### config.mk
export PLATFORM = sky130hd
export DESIGN_NAME = regfile_mp_flat
export DESIGN_NICKNAME = d
export VERILOG_FILES = /design/src/rtl/regfile_mp_if.sv /design/src/rtl/regfile_mp.sv /design/src/flat_wrapper.sv
export SDC_FILE = /design/constraint.sdc
export NUM_CORES = 1
export LEC_CHECK = 0
export BUFFER_PORTS_ARGS = -buffer_cell sky130_fd_sc_hd__buf_4
export CORE_MARGIN = 2
export CORE_UTILIZATION = 30
export CTS_CLUSTER_DIAMETER = 50
export DETAILED_ROUTE_END_ITERATION = 6
export GPL_ROUTABILITY_DRIVEN = 0
export MAX_ROUTING_LAYER = met4
export RECOVER_POWER = 50
export SLEW_MARGIN = 10
export SYNTH_ARGS = -nofsm -noshare
export SYNTH_HDL_FRONTEND = slang
export SYNTH_SLANG_ARGS = --single-unit
### constraint.sdc
create_clock -name clk -period 56.9 [get_ports clk]
set_input_delay 8.535 -clock clk [delete_from_list [all_inputs] [get_ports clk]]
set_output_delay 8.535 -clock clk [all_outputs]
set_load 0.02 [all_outputs]
### src/rtl/regfile_mp_if.sv
// Bus bundle between the cpu datapath (master) and the multi-port register file (slave).
// Carries the read ports, the byte-enabled write port, branch/link controls and the PC.
interface regfile_mp_if #(
   parameter int unsigned DATA_W = 32,
   parameter int unsigned ADDR_W = 4,
   parameter int unsigned NREAD  = 2
);
   logic [NREAD*ADDR_W-1:0] raddr;
   logic [NREAD*DATA_W-1:0] rdata;
   logic                    we;
   logic [ADDR_W-1:0]       wa;
   logic [DATA_W-1:0]       wd;
   logic [DATA_W/8-1:0]     wbe;
   logic                    ib;
   logic [DATA_W-1:0]       bv;
   logic                    bl;
   logic                    stall;
   logic [DATA_W-1:0]       iaddrout;

   modport master (
      output raddr, we, wa, wd, wbe, ib, bv, bl, stall,
      input  rdata, iaddrout
   );

   modport slave (
      input  raddr, we, wa, wd, wbe, ib, bv, bl, stall,
      output rdata, iaddrout
   );
endinterface

### src/rtl/regfile_mp.sv
// Parametrised register file: NREAD registered read ports, one byte-enabled write port,
// PC at NREGS-1 and link register at NREGS-2. Define REGFILE_BYPASS_EN for write-to-read bypass.
module regfile_mp #(
   parameter int unsigned       DATA_W   = 32,
   parameter int unsigned       ADDR_W   = 4,
   parameter int unsigned       NREAD    = 2,
   parameter int unsigned       PC_INC   = 4,
   parameter logic [DATA_W-1:0] PC_RESET = '0
) (
   input logic         clk,
   input logic         reset,
   regfile_mp_if.slave bus
);
   localparam int unsigned       NREGS   = 1 << ADDR_W;
   localparam int unsigned       NBYTES  = DATA_W / 8;
   localparam logic [ADDR_W-1:0] PC_ADDR = ADDR_W'(NREGS - 1);
   localparam logic [ADDR_W-1:0] LR_ADDR = ADDR_W'(NREGS - 2);
   localparam logic [DATA_W-1:0] PC_STEP = DATA_W'(PC_INC);

   // The PC lives in its own register, so the array only holds the GPRs (0..NREGS-2).
   logic [DATA_W-1:0]       regs_q [NREGS-1];
   logic [DATA_W-1:0]       regs_d [NREGS-1];
   logic [DATA_W-1:0]       pc_q, pc_d;
   logic [DATA_W-1:0]       link_val;
   logic [NREAD*DATA_W-1:0] rdata_q, rdata_d;
   logic                    pc_write;

   assign link_val = pc_q + PC_STEP;
   assign pc_write = bus.we && (bus.wa == PC_ADDR);

   always_comb begin
      regs_d = regs_q;
      if (bus.we && (bus.wa != PC_ADDR)) begin
         for (int b = 0; b < NBYTES; b++) begin
            if (bus.wbe[b]) begin
               regs_d[bus.wa][8*b +: 8] = bus.wd[8*b +: 8];
            end
         end
      end
      // Link is applied last so it overrides a same-edge port write to LR.
      if (bus.ib && bus.bl) begin
         regs_d[LR_ADDR] = link_val;
      end
   end

   always_comb begin
      pc_d = pc_q;
      if (bus.ib) begin
         pc_d = bus.bv;
      end else if (pc_write) begin
         pc_d = bus.wd;
      end else if (!bus.stall) begin
         pc_d = link_val;
      end
   end

   for (genvar k = 0; k < NREAD; k++) begin : g_read
      logic [ADDR_W-1:0] ra;
      assign ra = bus.raddr[k*ADDR_W +: ADDR_W];
      // PC reads always return the current PC, never the next one.
`ifdef REGFILE_BYPASS_EN
      assign rdata_d[k*DATA_W +: DATA_W] = (ra == PC_ADDR) ? pc_q : regs_d[ra];
`else
      assign rdata_d[k*DATA_W +: DATA_W] = (ra == PC_ADDR) ? pc_q : regs_q[ra];
`endif
   end

   always_ff @(posedge clk or posedge reset) begin
      if (reset) begin
         regs_q  <= '{default: '0};
         pc_q    <= PC_RESET;
         rdata_q <= '0;
      end else begin
         regs_q  <= regs_d;
         pc_q    <= pc_d;
         rdata_q <= rdata_d;
      end
   end

   assign bus.rdata    = rdata_q;
   assign bus.iaddrout = pc_q;
endmodule

### src/flat_wrapper.sv
// flat-port wrapper written by rule: the top's interface ports become plain ports
module regfile_mp_flat 
#(
   parameter int unsigned       DATA_W   = 32,
   parameter int unsigned       ADDR_W   = 4,
   parameter int unsigned       NREAD    = 2,
   parameter int unsigned       PC_INC   = 4,
   parameter logic [DATA_W-1:0] PC_RESET = '0
)
  (clk, reset, bus_raddr, bus_we, bus_wa, bus_wd, bus_wbe, bus_ib, bus_bv, bus_bl, bus_stall, bus_rdata, bus_iaddrout);
  regfile_mp_if #(.DATA_W(DATA_W), .ADDR_W(ADDR_W), .NREAD(NREAD)) bus_i ();
  input logic clk;
  input logic reset;
  input wire logic [$bits(bus_i.raddr)-1:0] bus_raddr;
  input wire logic [$bits(bus_i.we)-1:0] bus_we;
  input wire logic [$bits(bus_i.wa)-1:0] bus_wa;
  input wire logic [$bits(bus_i.wd)-1:0] bus_wd;
  input wire logic [$bits(bus_i.wbe)-1:0] bus_wbe;
  input wire logic [$bits(bus_i.ib)-1:0] bus_ib;
  input wire logic [$bits(bus_i.bv)-1:0] bus_bv;
  input wire logic [$bits(bus_i.bl)-1:0] bus_bl;
  input wire logic [$bits(bus_i.stall)-1:0] bus_stall;
  output wire logic [$bits(bus_i.rdata)-1:0] bus_rdata;
  output wire logic [$bits(bus_i.iaddrout)-1:0] bus_iaddrout;
  assign bus_i.raddr = bus_raddr;
  assign bus_i.we = bus_we;
  assign bus_i.wa = bus_wa;
  assign bus_i.wd = bus_wd;
  assign bus_i.wbe = bus_wbe;
  assign bus_i.ib = bus_ib;
  assign bus_i.bv = bus_bv;
  assign bus_i.bl = bus_bl;
  assign bus_i.stall = bus_stall;
  assign bus_rdata = bus_i.rdata;
  assign bus_iaddrout = bus_i.iaddrout;
  regfile_mp #(.DATA_W(DATA_W), .ADDR_W(ADDR_W), .NREAD(NREAD), .PC_INC(PC_INC), .PC_RESET(PC_RESET)) u_core (.clk(clk), .reset(reset), .bus(bus_i));
endmodule
## Word level (Yosys, flattened, before mapping)

Index checks and enable logic that the tools add are counted.

- Add/subtract/negate cells: 1
- Multipliers: 0
- Divide/modulo/power cells: 0
- Magnitude comparators: 4
- Equal/unequal tests: 5
- Shift operators: 0
- Multiplexer cells: 32
- Bitwise gates (word level): 3
- Reductions and logical operators: 5

Operators by type and width:

| operator | number |
|---|---|
| 480-bit two-way mux | 7 |
| 480-bit bitwise mux | 4 |
| 32-bit demux with 4-bit select | 4 |
| 32-bit two-way mux | 12 |
| 32-bit binary-select mux with 4-bit select | 2 |
| 32-bit by 3-bit adder with 32-bit output (second input constant) | 1 |
| 24-bit two-way mux | 1 |
| 16-bit two-way mux | 1 |
| 5-bit greater-or-equal comparator (second input constant) | 3 |
| 4-bit inverter with 5-bit output | 3 |
| 4-bit equality test (second input constant) | 3 |
| 8-bit two-way mux | 1 |
| 5-bit by 1-bit < comparator with 1-bit output (second input constant) | 1 |
| 1-bit logical AND | 4 |
| 4-bit != test (second input constant) | 1 |
| 3-bit by 2-bit != test with 1-bit output (second input constant) | 1 |
| 2-bit nonzero test | 1 |

- Bits in registers: 576
- Bits in latches: 0
- Memory bits (writable): 0
- ROM bits: 0
- Input port bits: 86
- Output and inout port bits: 96
- Memories: 0

## Logic depth before layout (Yosys ltp)

- Word-level depth: 18
- Gate-level depth with buffers: 9

## Worst setup path before layout

No wires, ideal clock.

- Path type: in2reg
- Start: in bus_raddr[0]
- End: reg u_core.rdata_q[17] (netlist: u_core.bus.rdata[17])
- Arrival time: 10.042 ns
- Setup slack: 46.725 ns
- Stages: 8
- Path buffers: 3
- Path through: clkbuf_1 buf_2 buf_2 mux4_2 mux2i_1 nor2_1 a21oi_1 o21ai_0

- Cells in the longest elaborated chain, start to end: 5

RTL lines:

| element | line | RTL |
|---|---|---|
| start: declaration | flat_wrapper.sv:14 | `input wire logic [$bits(bus_i.raddr)-1:0] bus_raddr;` |
| 4-bit inverter with 5-bit output (not written as such) | regfile_mp.sv:64 | `assign rdata_d[k*DATA_W +: DATA_W] = (ra == PC_ADDR) ? pc_q : regs_q[ra];` |
| 32-bit binary-select mux with 4-bit select | regfile_mp.sv:64 |  |
| 32-bit two-way mux (not written as such) (2 in series) | regfile_mp.sv:64 |  |
| 32-bit two-way mux (*) | regfile_mp.sv:64 |  |
| net u_core.rdata_d[17] | regfile_mp.sv:25 | `logic [NREAD*DATA_W-1:0] rdata_q, rdata_d;` |
| end signal: assignment | regfile_mp.sv:76 | `rdata_q <= rdata_d;` |
| end: declaration | regfile_mp.sv:25 |  |

Mark *: on every way through the listed nets, which the timed path passes. The rest lies on a longest branch. The select of a mux whose other input is x is not followed.
A chain may end at the register's enable or synchronous reset.

==> impl_metrics.tcl <==
set metrics [dict create \
    clock_sinks 576 \
    clk_path_buf_depth 3 \
    regArea_sq_um 14410 \
    max_freq_ghz 0.05154 \
    vdd_drop_max_mv 0.01862 \
    hold_violations 0 \
    grt_first_pass_wirelength_mm 150.1 \
    ys_seq_area_frac 0.4668 \
    syn_area_per_cell_sq_um 13.17 \
    min_period_ps 19400 \
    slowest_delay_ps 6200 \
    rsz0062_at_grt "no" \
    cts_setup_buffers 0 \
    crit_type "input port to asynchronous set/reset pin" \
    fin_setup_tns_ps 0 \
    netlist_instances 2344 \
    drt_first_pass_iters 7 \
    worstSkewPairLatency_ps 620 \
    worst_pin_slew_ps 8680 \
    nNetsFinal 2525 \
    crit_chain "clkbuf_4, clkinvlp_2, clkbuf_1" \
    power_leakage_nw 14.88 \
    grt_max_degree 163 \
    area_growth_pct 14.41 \
    crit_path_end_kind "asynchronous set/reset pin" \
    die_area_sq_um 105500 \
    synth-seq-cells 576 \
    violations "capacitance limit, slew limit" \
    route.detailed.drc 0 \
    drive_above_1_share 0.3854 \
    drtAntennaViolNets 0 \
    period_share 0.3410 \
    antenna_found_initial 10 \
    vias_per_cell 5.479 \
    io_buffers 181 \
    via_count 21149 \
    clk_pin_slew_ps 60 \
    multi_input_area_sq_um 15570 \
    synthArstFlopShare 1.000 \
    status "finished, violations left" \
    numCtsBuffers 66 \
    synth_cell_types 68 \
    slew_headroom -4.787 \
    cts_resized 0 \
    arrival_ps 17930 \
    die_width_um 324.8 \
    finalMaxSlewViolations 575 \
    max-cap-violations 6 \
    path_max_fanout 162 \
    pin_count 182 \
    hold_path_class "flop to flop" \
    cts_tree "built" \
    post_drt_wl_per_cell_um 26.35 \
    fin_skew_ps 16.61 \
    post-dp-hpwl_mm 66.44 \
    initial_utilization 0.3031 \
    p_per_area_nw_per_um2 35.28 \
    htreeDepth 3 \
    fillCellCount 10029 \
    die_h_um 324.8 \
    cpMaxStageDelayCell "clkbuf_1" \
    drt_iter0_markers 1937 \
    fin_util 0.3467 \
    grt_pass1_vias 21482 \
    track_usage 0.1962 \
    start_kind "input port" \
    netlist_area_sq_um 30880 \
    cts_root_buffer "clkbuf_16" \
    totalWireLength_mm 101.7 \
    syn_nets 2431 \
    setup_violations 0 \
    overflow 0 \
    num_rows 117 \
    coreArea_sq_um 101900 \
    synthFlopType "dfrtp_1" \
    cts_hold_buf 0 \
    synth_warnings 0 \
    synth_edf_count 0 \
    crit_required_ps 55430 \
]
[registers in the layout, indices dropped and copies added, names as in the netlist]
signal,flops
u_core.bus.iaddrout,32
u_core.bus.rdata,64
u_core.regs_q,480
[worst max-delay path, delay by kind of cell]
kind     cells  cell delay, ps
buf+inv      3            9020
[synth_stat cells (all sizes together) (9+ instances only)]
cell type,instances,share of area
dfrtp,576,0.47
mux2,467,0.17
mux4,189,0.14
mux2i,188,0.061
nor2,144,0.022
nand2,128,0.016
clkbuf,112,0.014
o21ai,107,0.017
buf,69,0.012
a21oi,52,0.0084
nand3,30,0.0052
o221ai,23,0.0065
nand4,22,0.0058
inv,21,0.0026
o211ai,20,0.0049
xnor2,18,0.0051
nor2b,15,0.0030
xor2,15,0.0043
and3,13,0.0026
nor3,12,0.0023
a22oi,11,0.0027
a211oi,9,0.0022
[layout by cell type, fill, tap and decap left out, types with 5 or more instances in the layout]
| cell | Yosys | layout |
|---|---|---|
| dfrtp_1 | 576 | 576 |
| mux2_2 | 467 | 467 |
| mux4_2 | 189 | 189 |
| mux2i_1 | 188 | 188 |
| nand2_1 | 128 | 127 |
| buf_4 | 13 | 123 |
| o21ai_0 | 106 | 106 |
| nor2_1 | 89 | 96 |
| clkbuf_1 | 111 | 89 |
| clkbuf_16 | 0 | 73 |
| a21oi_1 | 52 | 52 |
| nor2_2 | 55 | 47 |
| nand3_1 | 28 | 30 |
| o221ai_1 | 23 | 23 |
| o211ai_1 | 20 | 20 |
| nand4_1 | 18 | 19 |
| inv_1 | 20 | 19 |
| xnor2_1 | 18 | 18 |
| xor2_1 | 15 | 15 |
| clkbuf_8 | 0 | 14 |
| nor2b_1 | 15 | 13 |
| and3_1 | 13 | 13 |
| a22oi_1 | 11 | 11 |
| nor3_1 | 11 | 11 |
| a211oi_1 | 9 | 9 |
| and4_1 | 8 | 8 |
| a21o_1 | 8 | 8 |
| a21boi_0 | 8 | 8 |
| o221a_2 | 8 | 8 |
| clkinv_2 | 0 | 8 |
| nand2b_1 | 7 | 7 |
| diode_2 | 0 | 6 |
| o31a_1 | 6 | 6 |
| a221oi_1 | 6 | 6 |
| nor3b_1 | 5 | 5 |
[final timing paths]
kind                                              from                       to  slack, ps  cells past startpoint
worst max-delay path                             reset       u_core.regs_q[381]      37500                      3
worst min-delay path                u_core.regs_q[392]       u_core.regs_q[392]        520                      1
worst max register to register  u_core.bus.iaddrout[2]  u_core.bus.iaddrout[26]      53980                      6
worst min register to register      u_core.regs_q[392]       u_core.regs_q[392]        520                      1
max in group clk                             bus_wa[0]  u_core.bus.iaddrout[13]      44510                      6
min in group asynchronous                        reset       u_core.regs_q[389]       9440                      2
[per-layer routing]
metal / global-route usage / routed length (um) / part of all wire / vias to the layer above
met5: - / 0 / 0 / -
met4: 0.06250 / 2707 / 0.027 / 0
met3: 0.04537 / 7725 / 0.076 / 134
met2: 0.2984 / 47400 / 0.47 / 750
met1: 0.2593 / 43890 / 0.43 / 11250
li1: - / - / - / 9015
[report_power, final]
group          switching (mW)  internal [mW]
Sequential             0.0663          0.488
Combinational           0.112          0.133
Clock                   0.180          0.267
[cell type report]
| class | count | area share |
|---|---|---|
| diodes | 6 | 0.0004250 |
| flip-flops and latches | 576 | 0.4080 |
| clock inverters | 22 | 0.006941 |
| multi-input cells | 1566 | 0.4406 |
| clock buffers | 94 | 0.05734 |
| well taps | 1368 | 0.04845 |
| inverters | 21 | 0.002267 |
| repair buffers | 207 | 0.03595 |
[cells by family (layout without fill, tap and decap cells)]
| kind of cell | Yosys count | count (layout) | share of synthesized area |
|---|---|---|---|
| adders and majority gates | 1 | 1 | 0.0004051 |
| xor gates and xnor gates | 33 | 33 | 0.009360 |
| and+or+nand+nor | 401 | 401 | 0.06548 |
| other | 0 | 6 | 0 |
| DFF | 576 | 576 | 0.4668 |
| buffers and inverters | 202 | 344 | 0.02853 |
| AOI/OAI and AO/OA | 287 | 287 | 0.06034 |
| muxes | 844 | 844 | 0.3691 |
[through the flow]
stage	power (mW)	hold slack, ps	instances	worst slack, ps	instance area (sq um)
2_1_floorplan	0.7256	492.4	2344	32250	30880
3_3_place_gp	0.8078	502.9	3738	44780	33420
3_5_place_dp	0.8144	513.1	3738	44760	33420
4_1_cts	1.263	526.3	3854	45400	35690
5_1_grt	1.302	539.1	3860	35180	35330
6_report	1.246	522.4	3860	37500	35330
(Power assumes the default switching activity.)
